===== src/rtl/rgbw_scale_seq_pkg.sv =====
// Shared types and constants for the RGBW intensity scaling sequencer.
// The timeout feature of the top module is enabled by RGBW_SCALE_TIMEOUT_EN.
package rgbw_scale_seq_pkg;

    typedef enum logic [2:0] {
        IDLE,
        LOAD,
        CAPTURE,
        RELEASE,
        NEXT,
        FINISH
    } state_t;

    localparam logic [1:0] CH_R = 2'd0;
    localparam logic [1:0] CH_G = 2'd1;
    localparam logic [1:0] CH_B = 2'd2;
    localparam logic [1:0] CH_W = 2'd3;

    localparam logic [7:0] INTENSITY_OFF  = 8'h00;
    localparam logic [7:0] INTENSITY_FULL = 8'hFF;

endpackage


===== src/rtl/rgbw_scale_seq.sv =====
// Scales a snapshotted RGBW colour by an intensity through a shared 8x8 multiplier
// (ld/rdy handshake). Define RGBW_SCALE_TIMEOUT_EN to abort on a missing mult_rdy.
//
// state   | meaning
// IDLE    | wait for start rising edge, snapshot inputs
// LOAD    | mult_ld high, operands stable, wait for mult_rdy
// CAPTURE | mult_ld low, latch rounded high byte into shadow
// RELEASE | wait for mult_rdy low and the ld gap to expire
// NEXT    | advance channel or finish after W
// FINISH  | publish shadow to outputs, pulse done
module rgbw_scale_seq
    import rgbw_scale_seq_pkg::*;
#(
    parameter int unsigned GAP_CYCLES     = 2,
    parameter int unsigned TIMEOUT_CYCLES = 15
) (
    input  logic        clk,
    input  logic        reset,
    input  logic        i_start,
    input  logic [7:0]  i_r_in,
    input  logic [7:0]  i_g_in,
    input  logic [7:0]  i_b_in,
    input  logic [7:0]  i_w_in,
    input  logic [7:0]  i_intensity,
    output logic        o_mult_ld,
    output logic [7:0]  o_mult_a,
    output logic [7:0]  o_mult_b,
    input  logic        i_mult_rdy,
    input  logic [15:0] i_mult_result,
    output logic [7:0]  o_r_out,
    output logic [7:0]  o_g_out,
    output logic [7:0]  o_b_out,
    output logic [7:0]  o_w_out,
    output logic        o_busy,
    output logic        o_done,
    output logic        o_err
);

    localparam int unsigned GAP_W = $clog2(GAP_CYCLES + 1);

    state_t             r_state;
    logic [1:0]         r_ch;
    logic [7:0]         r_snap [4];
    logic [7:0]         r_snap_k;
    logic [7:0]         r_shadow [4];
    logic [GAP_W-1:0]   r_gap_cnt;
    logic               r_start_d;
    logic               r_mult_ld;
    logic [7:0]         r_mult_a;
    logic [7:0]         r_mult_b;
    logic [7:0]         r_out [4];
    logic               r_busy;
    logic               r_done;

    logic               w_start_rise;
    logic [1:0]         w_next_ch;
    logic [7:0]         w_rounded;
    logic               w_unused_lsbs;

    assign w_start_rise  = i_start & ~r_start_d;
    assign w_next_ch     = r_ch + 2'd1;
    // Round half up: only bit 7 of the low byte matters.
    assign w_rounded     = i_mult_result[15:8] + {7'd0, i_mult_result[7]};
    assign w_unused_lsbs = ^i_mult_result[6:0];

`ifdef RGBW_SCALE_TIMEOUT_EN
    localparam int unsigned TO_W = $clog2(TIMEOUT_CYCLES + 1);
    logic [TO_W-1:0]    r_to_cnt;
    logic               r_err;
    assign o_err = r_err;
`else
    localparam int unsigned unused_timeout_cycles = TIMEOUT_CYCLES;
    assign o_err = 1'b0;
`endif

    always_ff @(posedge clk) begin
        if (!reset) begin
            r_state   <= IDLE;
            r_ch      <= CH_R;
            r_snap_k  <= 8'h00;
            r_gap_cnt <= '0;
            r_start_d <= 1'b0;
            r_mult_ld <= 1'b0;
            r_mult_a  <= 8'h00;
            r_mult_b  <= 8'h00;
            r_busy    <= 1'b0;
            r_done    <= 1'b0;
            for (int k = 0; k < 4; k++) begin
                r_snap[k]   <= 8'h00;
                r_shadow[k] <= 8'h00;
                r_out[k]    <= 8'h00;
            end
`ifdef RGBW_SCALE_TIMEOUT_EN
            r_to_cnt  <= '0;
            r_err     <= 1'b0;
`endif
        end else begin
            r_start_d <= i_start;
            r_done    <= 1'b0;
            case (r_state)
                IDLE: begin
                    if (w_start_rise) begin
                        r_snap[CH_R] <= i_r_in;
                        r_snap[CH_G] <= i_g_in;
                        r_snap[CH_B] <= i_b_in;
                        r_snap[CH_W] <= i_w_in;
                        r_snap_k     <= i_intensity;
                        r_ch         <= CH_R;
                        r_busy       <= 1'b1;
`ifdef RGBW_SCALE_TIMEOUT_EN
                        r_err        <= 1'b0;
                        r_to_cnt     <= TO_W'(TIMEOUT_CYCLES - 1);
`endif
                        if (i_intensity == INTENSITY_OFF) begin
                            for (int k = 0; k < 4; k++) r_shadow[k] <= 8'h00;
                            r_state <= FINISH;
                        end else if (i_intensity == INTENSITY_FULL) begin
                            r_shadow[CH_R] <= i_r_in;
                            r_shadow[CH_G] <= i_g_in;
                            r_shadow[CH_B] <= i_b_in;
                            r_shadow[CH_W] <= i_w_in;
                            r_state        <= FINISH;
                        end else begin
                            r_mult_ld <= 1'b1;
                            r_mult_a  <= i_r_in;
                            r_mult_b  <= i_intensity;
                            r_state   <= LOAD;
                        end
                    end
                end
                LOAD: begin
                    if (i_mult_rdy) begin
                        r_mult_ld <= 1'b0;
                        r_state   <= CAPTURE;
                    end
`ifdef RGBW_SCALE_TIMEOUT_EN
                    else if (r_to_cnt == '0) begin
                        r_mult_ld <= 1'b0;
                        r_err     <= 1'b1;
                        r_busy    <= 1'b0;
                        r_state   <= IDLE;
                    end else begin
                        r_to_cnt <= r_to_cnt - TO_W'(1);
                    end
`endif
                end
                CAPTURE: begin
                    r_shadow[r_ch] <= w_rounded;
                    r_gap_cnt      <= GAP_W'(GAP_CYCLES - 1);
                    r_state        <= RELEASE;
                end
                RELEASE: begin
                    if (r_gap_cnt != '0) begin
                        r_gap_cnt <= r_gap_cnt - GAP_W'(1);
                    end else if (!i_mult_rdy) begin
                        r_state <= NEXT;
                    end
                end
                NEXT: begin
                    if (r_ch == CH_W) begin
                        r_state <= FINISH;
                    end else begin
                        r_ch      <= w_next_ch;
                        r_mult_ld <= 1'b1;
                        r_mult_a  <= r_snap[w_next_ch];
                        r_mult_b  <= r_snap_k;
`ifdef RGBW_SCALE_TIMEOUT_EN
                        r_to_cnt  <= TO_W'(TIMEOUT_CYCLES - 1);
`endif
                        r_state   <= LOAD;
                    end
                end
                FINISH: begin
                    for (int k = 0; k < 4; k++) r_out[k] <= r_shadow[k];
                    r_done  <= 1'b1;
                    r_busy  <= 1'b0;
                    r_state <= IDLE;
                end
                default: begin
                    r_mult_ld <= 1'b0;
                    r_busy    <= 1'b0;
                    r_state   <= IDLE;
                end
            endcase
        end
    end

    assign o_mult_ld = r_mult_ld;
    assign o_mult_a  = r_mult_a;
    assign o_mult_b  = r_mult_b;
    assign o_r_out   = r_out[CH_R];
    assign o_g_out   = r_out[CH_G];
    assign o_b_out   = r_out[CH_B];
    assign o_w_out   = r_out[CH_W];
    assign o_busy    = r_busy;
    assign o_done    = r_done;

endmodule


===== config.mk =====
export PLATFORM = sky130hd
export DESIGN_NAME = rgbw_scale_seq
export DESIGN_NICKNAME = d
export VERILOG_FILES = /design/src/rtl/rgbw_scale_seq_pkg.sv /design/src/rtl/rgbw_scale_seq.sv
export SDC_FILE = /design/constraint.sdc
export NUM_CORES = 1
export LEC_CHECK = 0
export BUFFER_PORTS_ARGS = -buffer_cell sky130_fd_sc_hd__buf_2
export CAP_MARGIN = 20
export CORE_MARGIN = 2
export CORE_UTILIZATION = 44
export CTS_CLUSTER_SIZE = 12
export DETAILED_ROUTE_END_ITERATION = 10
export GPL_TIMING_DRIVEN = 0
export HOLD_SLACK_MARGIN = 0.08
export PLACE_DENSITY = 0.65
export SETUP_SLACK_MARGIN = 0.2
export SLEW_MARGIN = 20
export SYNTH_ARGS = -nofsm -noshare
export SYNTH_HDL_FRONTEND = slang
export SYNTH_SLANG_ARGS = --single-unit

===== constraint.sdc =====
create_clock -name clk -period 4.1 [get_ports clk]
set_input_delay 0.82 -clock clk [delete_from_list [all_inputs] [get_ports clk]]
set_output_delay 0.82 -clock clk [all_outputs]
set_load 0.02 [all_outputs]

==> run_results.csv <==
group,metric,value,unit
outcome,status,"complete, no violations",
finish,mostFrequentLayoutCells,"112 x sky130_fd_sc_hd__buf_2, 96 x sky130_fd_sc_hd__edfxtp_1, 58 x sky130_fd_sc_hd__and2_1",
logic_synthesis,synthArstFlopShare,0,
sta,maxSlewHeadroom,0.487,
global_route,met2_usage_in_global_routing,0.311,
clock_network,tritoncts_num_sinks,131,
global_route,number_of_global_route_vias_before_repair,3837,
global_route,grt_use_met3,0.0504,
setup_path,critPathArrivalTime,2.78,ns
setup_path,timing.reg2reg.worst_path_depth,6,
min_path,hold_path_depth,2,
setup_path,setup.worst_path.class,"flop to flop",
logic_synthesis,synth-seq-cells,131,
setup_path,reg2reg_slack,1.45,ns
sta,timing.fmax,378,MHz
clock_network,post_cts_hold_buffer_count,0,
die,initial_core_utilization,0.452,
finish,area_delta_synth_final,22.8,%
power_and_ir_drop,vdd.ir_drop.worst,0.000262,V
placement,gp_congestion,0.902,
sta,unrepaired_setup_endpoints_after_global_routing,"no",
detailed_routing,initialDrtViolationCount,297,
global_route,largest_net_degree_at_the_start_of_global_routing,33,
logic_synthesis,ys.flop_type,"sky130_fd_sc_hd__edfxtp_1",
clock_network,tritoncts,"built",
die,die_h,118,µm
finish,utilization_after_layout,0.555,
clock_network,total_number_of_h_tree_levels,4,
logic_synthesis,synthesis.area,5700,µm²
setup_path,required,4.23,ns
logic_synthesis,postSynthAreaPerCell,12.6,µm²
detailed_routing,ant_nets,0,
sta,slew_violations,0,
detailed_routing,drt_pass1_iterations,7,
setup_path,cp-startpoint,"r_state[1]$_SDFFE_PN0P_",
die,core_area,12600,µm²
global_route,globalRoute.busiestLayer,"met2",
detailed_routing,viasPerCell,5.33,
power_and_ir_drop,cellPowerDensity,468,nW/µm²
sta,worst_slew_pin_slew,0.766,ns
power_and_ir_drop,p_int,2500,µW
sta,fin_crit,2.65,ns
power_and_ir_drop,swShare,0.236,
sta,setup-violations-final,0,
setup_path,cp_max_fo,10,
finish,num_antenna_cells,0,
placement,hpwlAfterDp,9920,µm
logic_synthesis,synthesis.instances,453,
setup_path,worst_setup_path_endpoint,"r_shadow[1][5]$_DFFE_PP_",
clock_network,cts-resized-gates,0,
global_route,antenna_violations_before_repair,0,
setup_path,critPathCaptureType,"flop",
power_and_ir_drop,total_leakage_power,0.00299,µW
sta,final.period_utilization,0.645,
power_and_ir_drop,part_of_the_total_power_dissipated_in_combinational_logic,0.090,
clock_network,cts.root.buffer_cell,"sky130_fd_sc_hd__clkbuf_16",
clock_network,cts_buffers,17,
setup_path,r2r_end,"r_shadow[1][5]$_DFFE_PP_",
finish,finalNetCount,639,
detailed_routing,wirelength,13600,µm
logic_synthesis,synth_edf_count,96,
sta,clock-skew-final,0.00677,ns
detailed_routing,routed_length_per_instance,17.9,µm
global_route,grtUsageMet1,0.272,
power_and_ir_drop,power_switching,774,µW
finish,final_layout_size_suffix_gt1_frac,0.279,
logic_synthesis,distinct_cells_synth,50,
power_and_ir_drop,power_frac_clock,0.441,
global_route,grt_pass1_wl,21000,µm
power_and_ir_drop,p_total,3280,µW
clock_network,clkLatencyLatePin,0.42,ns
run,timing.max_cap.violations,0,
detailed_routing,via_count,4047,
logic_synthesis,yosysWarningCount,0,
die,floorplan.die.width,118,µm
logic_synthesis,postSynthNetCount,517,
finish,final_common_cell,"sky130_fd_sc_hd__buf_2",
die,top_level_ports,112,
sta,setup_tns,0,ns
clock_network,cts.clk_slew.worst_paths,0.06,ns
clock_network,cts_max_path_buffers,2,
min_path,worstHoldPathType,"flop to flop",
logic_synthesis,synth_sequential_area_ratio,0.628,
setup_path,worst_flop_to_flop_path_startpoint,"r_state[1]$_SDFFE_PN0P_",
global_route,grt.overflow.total,0,
power_and_ir_drop,power_frac_seq,0.469,
sta,finalHoldViolCount,0,
die,placementRows,41,
detailed_routing,remaining_drc_errors,0,
setup_path,critPathLaunchType,"flop",
clock_network,postCtsSetupRepairBufs,0,
die,die_area,13900,µm²
placement,io_buffers,103,
global_route,grtUsageTotal,0.202,
[registers in the layout (all words and copies together) (netlist names)]
register,cells
o_busy,1
o_done,1
o_mult_a,8
o_mult_b,8
o_mult_ld,1
r_ch,2
r_gap_cnt,2
r_out,32
r_shadow,32
r_snap,32
r_snap_k,8
r_start_d,1
r_state,3
[synthesized netlist by cell type, types with 8 or more instances]
master,count,area [µm²]
sky130_fd_sc_hd__o22ai_1,8,50.1
sky130_fd_sc_hd__mux4_2,8,180
sky130_fd_sc_hd__buf_2,9,45.0
sky130_fd_sc_hd__a21oi_1,10,50.1
sky130_fd_sc_hd__dfxtp_1,35,701
sky130_fd_sc_hd__o211a_1,16,160
sky130_fd_sc_hd__nor2_1,22,82.6
sky130_fd_sc_hd__nand2_1,39,146
sky130_fd_sc_hd__nand3_1,20,100
sky130_fd_sc_hd__edfxtp_1,96,2880
sky130_fd_sc_hd__o21ai_0,10,50.1
sky130_fd_sc_hd__mux2i_1,18,180
sky130_fd_sc_hd__and2_1,58,363
sky130_fd_sc_hd__clkbuf_1,14,52.6
sky130_fd_sc_hd__a22o_1,12,105
sky130_fd_sc_hd__inv_1,14,52.6
[stage by stage]
stage                     setup WS, ns  hold slack, ns  area, µm²  instances
final                             1.45           0.464       7000        760
after global routing              1.31           0.488       7000        760
after CTS                         1.50           0.467       7000        760
after detailed placement          1.14           0.455       6430        728
after global placement           0.969           0.450       6430        728
after floorplan                   1.69           0.442       5700        453
[logic make-up after synthesis]
| kind of cell | after synthesis | share of synthesized area |
|---|---|---|
| compound gates | 77 | 0.0996 |
| xor+xnor | 6 | 0.00922 |
| fa+ha+maj | 4 | 0.00878 |
| buf+inv | 42 | 0.0336 |
| flops | 131 | 0.628 |
| mux | 27 | 0.0652 |
| other cells | 1 | 0.000658 |
| simple gates | 165 | 0.154 |
[per-layer routing]
metal / vias to the layer above / wire length, µm / share of wire
met5: - / 0 / 0
met4: 0 / 306 / 0.022
met3: 25 / 1040 / 0.076
met2: 188 / 6360 / 0.47
met1: 1939 / 5910 / 0.43
li1: 1895 / - / -
[power groups by stage]
stage	clock (µW)	sequential, µW	combinational [µW]
floorplan	0	1590	141
global placement	0	1560	289
CTS	1460	1540	295
global route	1520	1540	319
detailed placement	0	1560	293
finish	1450	1540	295
[layout make-up]
class / instances / area, µm²
Buffer: 28 / 139
Clock buffer: 18 / 429
Clock inverter: 14 / 140
Fill cell: 1117 / 5620
Inverter: 14 / 52.6
Multi-Input combinational cell: 280 / 1930
Sequential cell: 131 / 3580
Tap cell: 172 / 215
Timing Repair Buffer: 103 / 515
[worst min path at each step]
stage	start	end	slack [ns]
floorplan	r_snap_k[0]$_SDFFE_PN0P_	r_snap_k[0]$_SDFFE_PN0P_	0.44
global placement	o_busy$_SDFFE_PN0P_	o_busy$_SDFFE_PN0P_	0.45
detailed placement	o_busy$_SDFFE_PN0P_	o_busy$_SDFFE_PN0P_	0.45
CTS	o_busy$_SDFFE_PN0P_	o_busy$_SDFFE_PN0P_	0.47
global route	r_snap_k[3]$_SDFFE_PN0P_	r_snap_k[3]$_SDFFE_PN0P_	0.49
finish	o_busy$_SDFFE_PN0P_	o_busy$_SDFFE_PN0P_	0.46
[critical path, cell delays in order, from the launching register on]
cell and delay (ns):
sky130_fd_sc_hd__dfxtp_1 0.30, sky130_fd_sc_hd__buf_2 0.21, sky130_fd_sc_hd__nand2b_1 0.18, sky130_fd_sc_hd__nor3_2 0.46
sky130_fd_sc_hd__nand3b_1 0.50, sky130_fd_sc_hd__nand2_1 0.50, sky130_fd_sc_hd__o22ai_1 0.21
No activity file was read; power rests on OpenSTA's default activity.
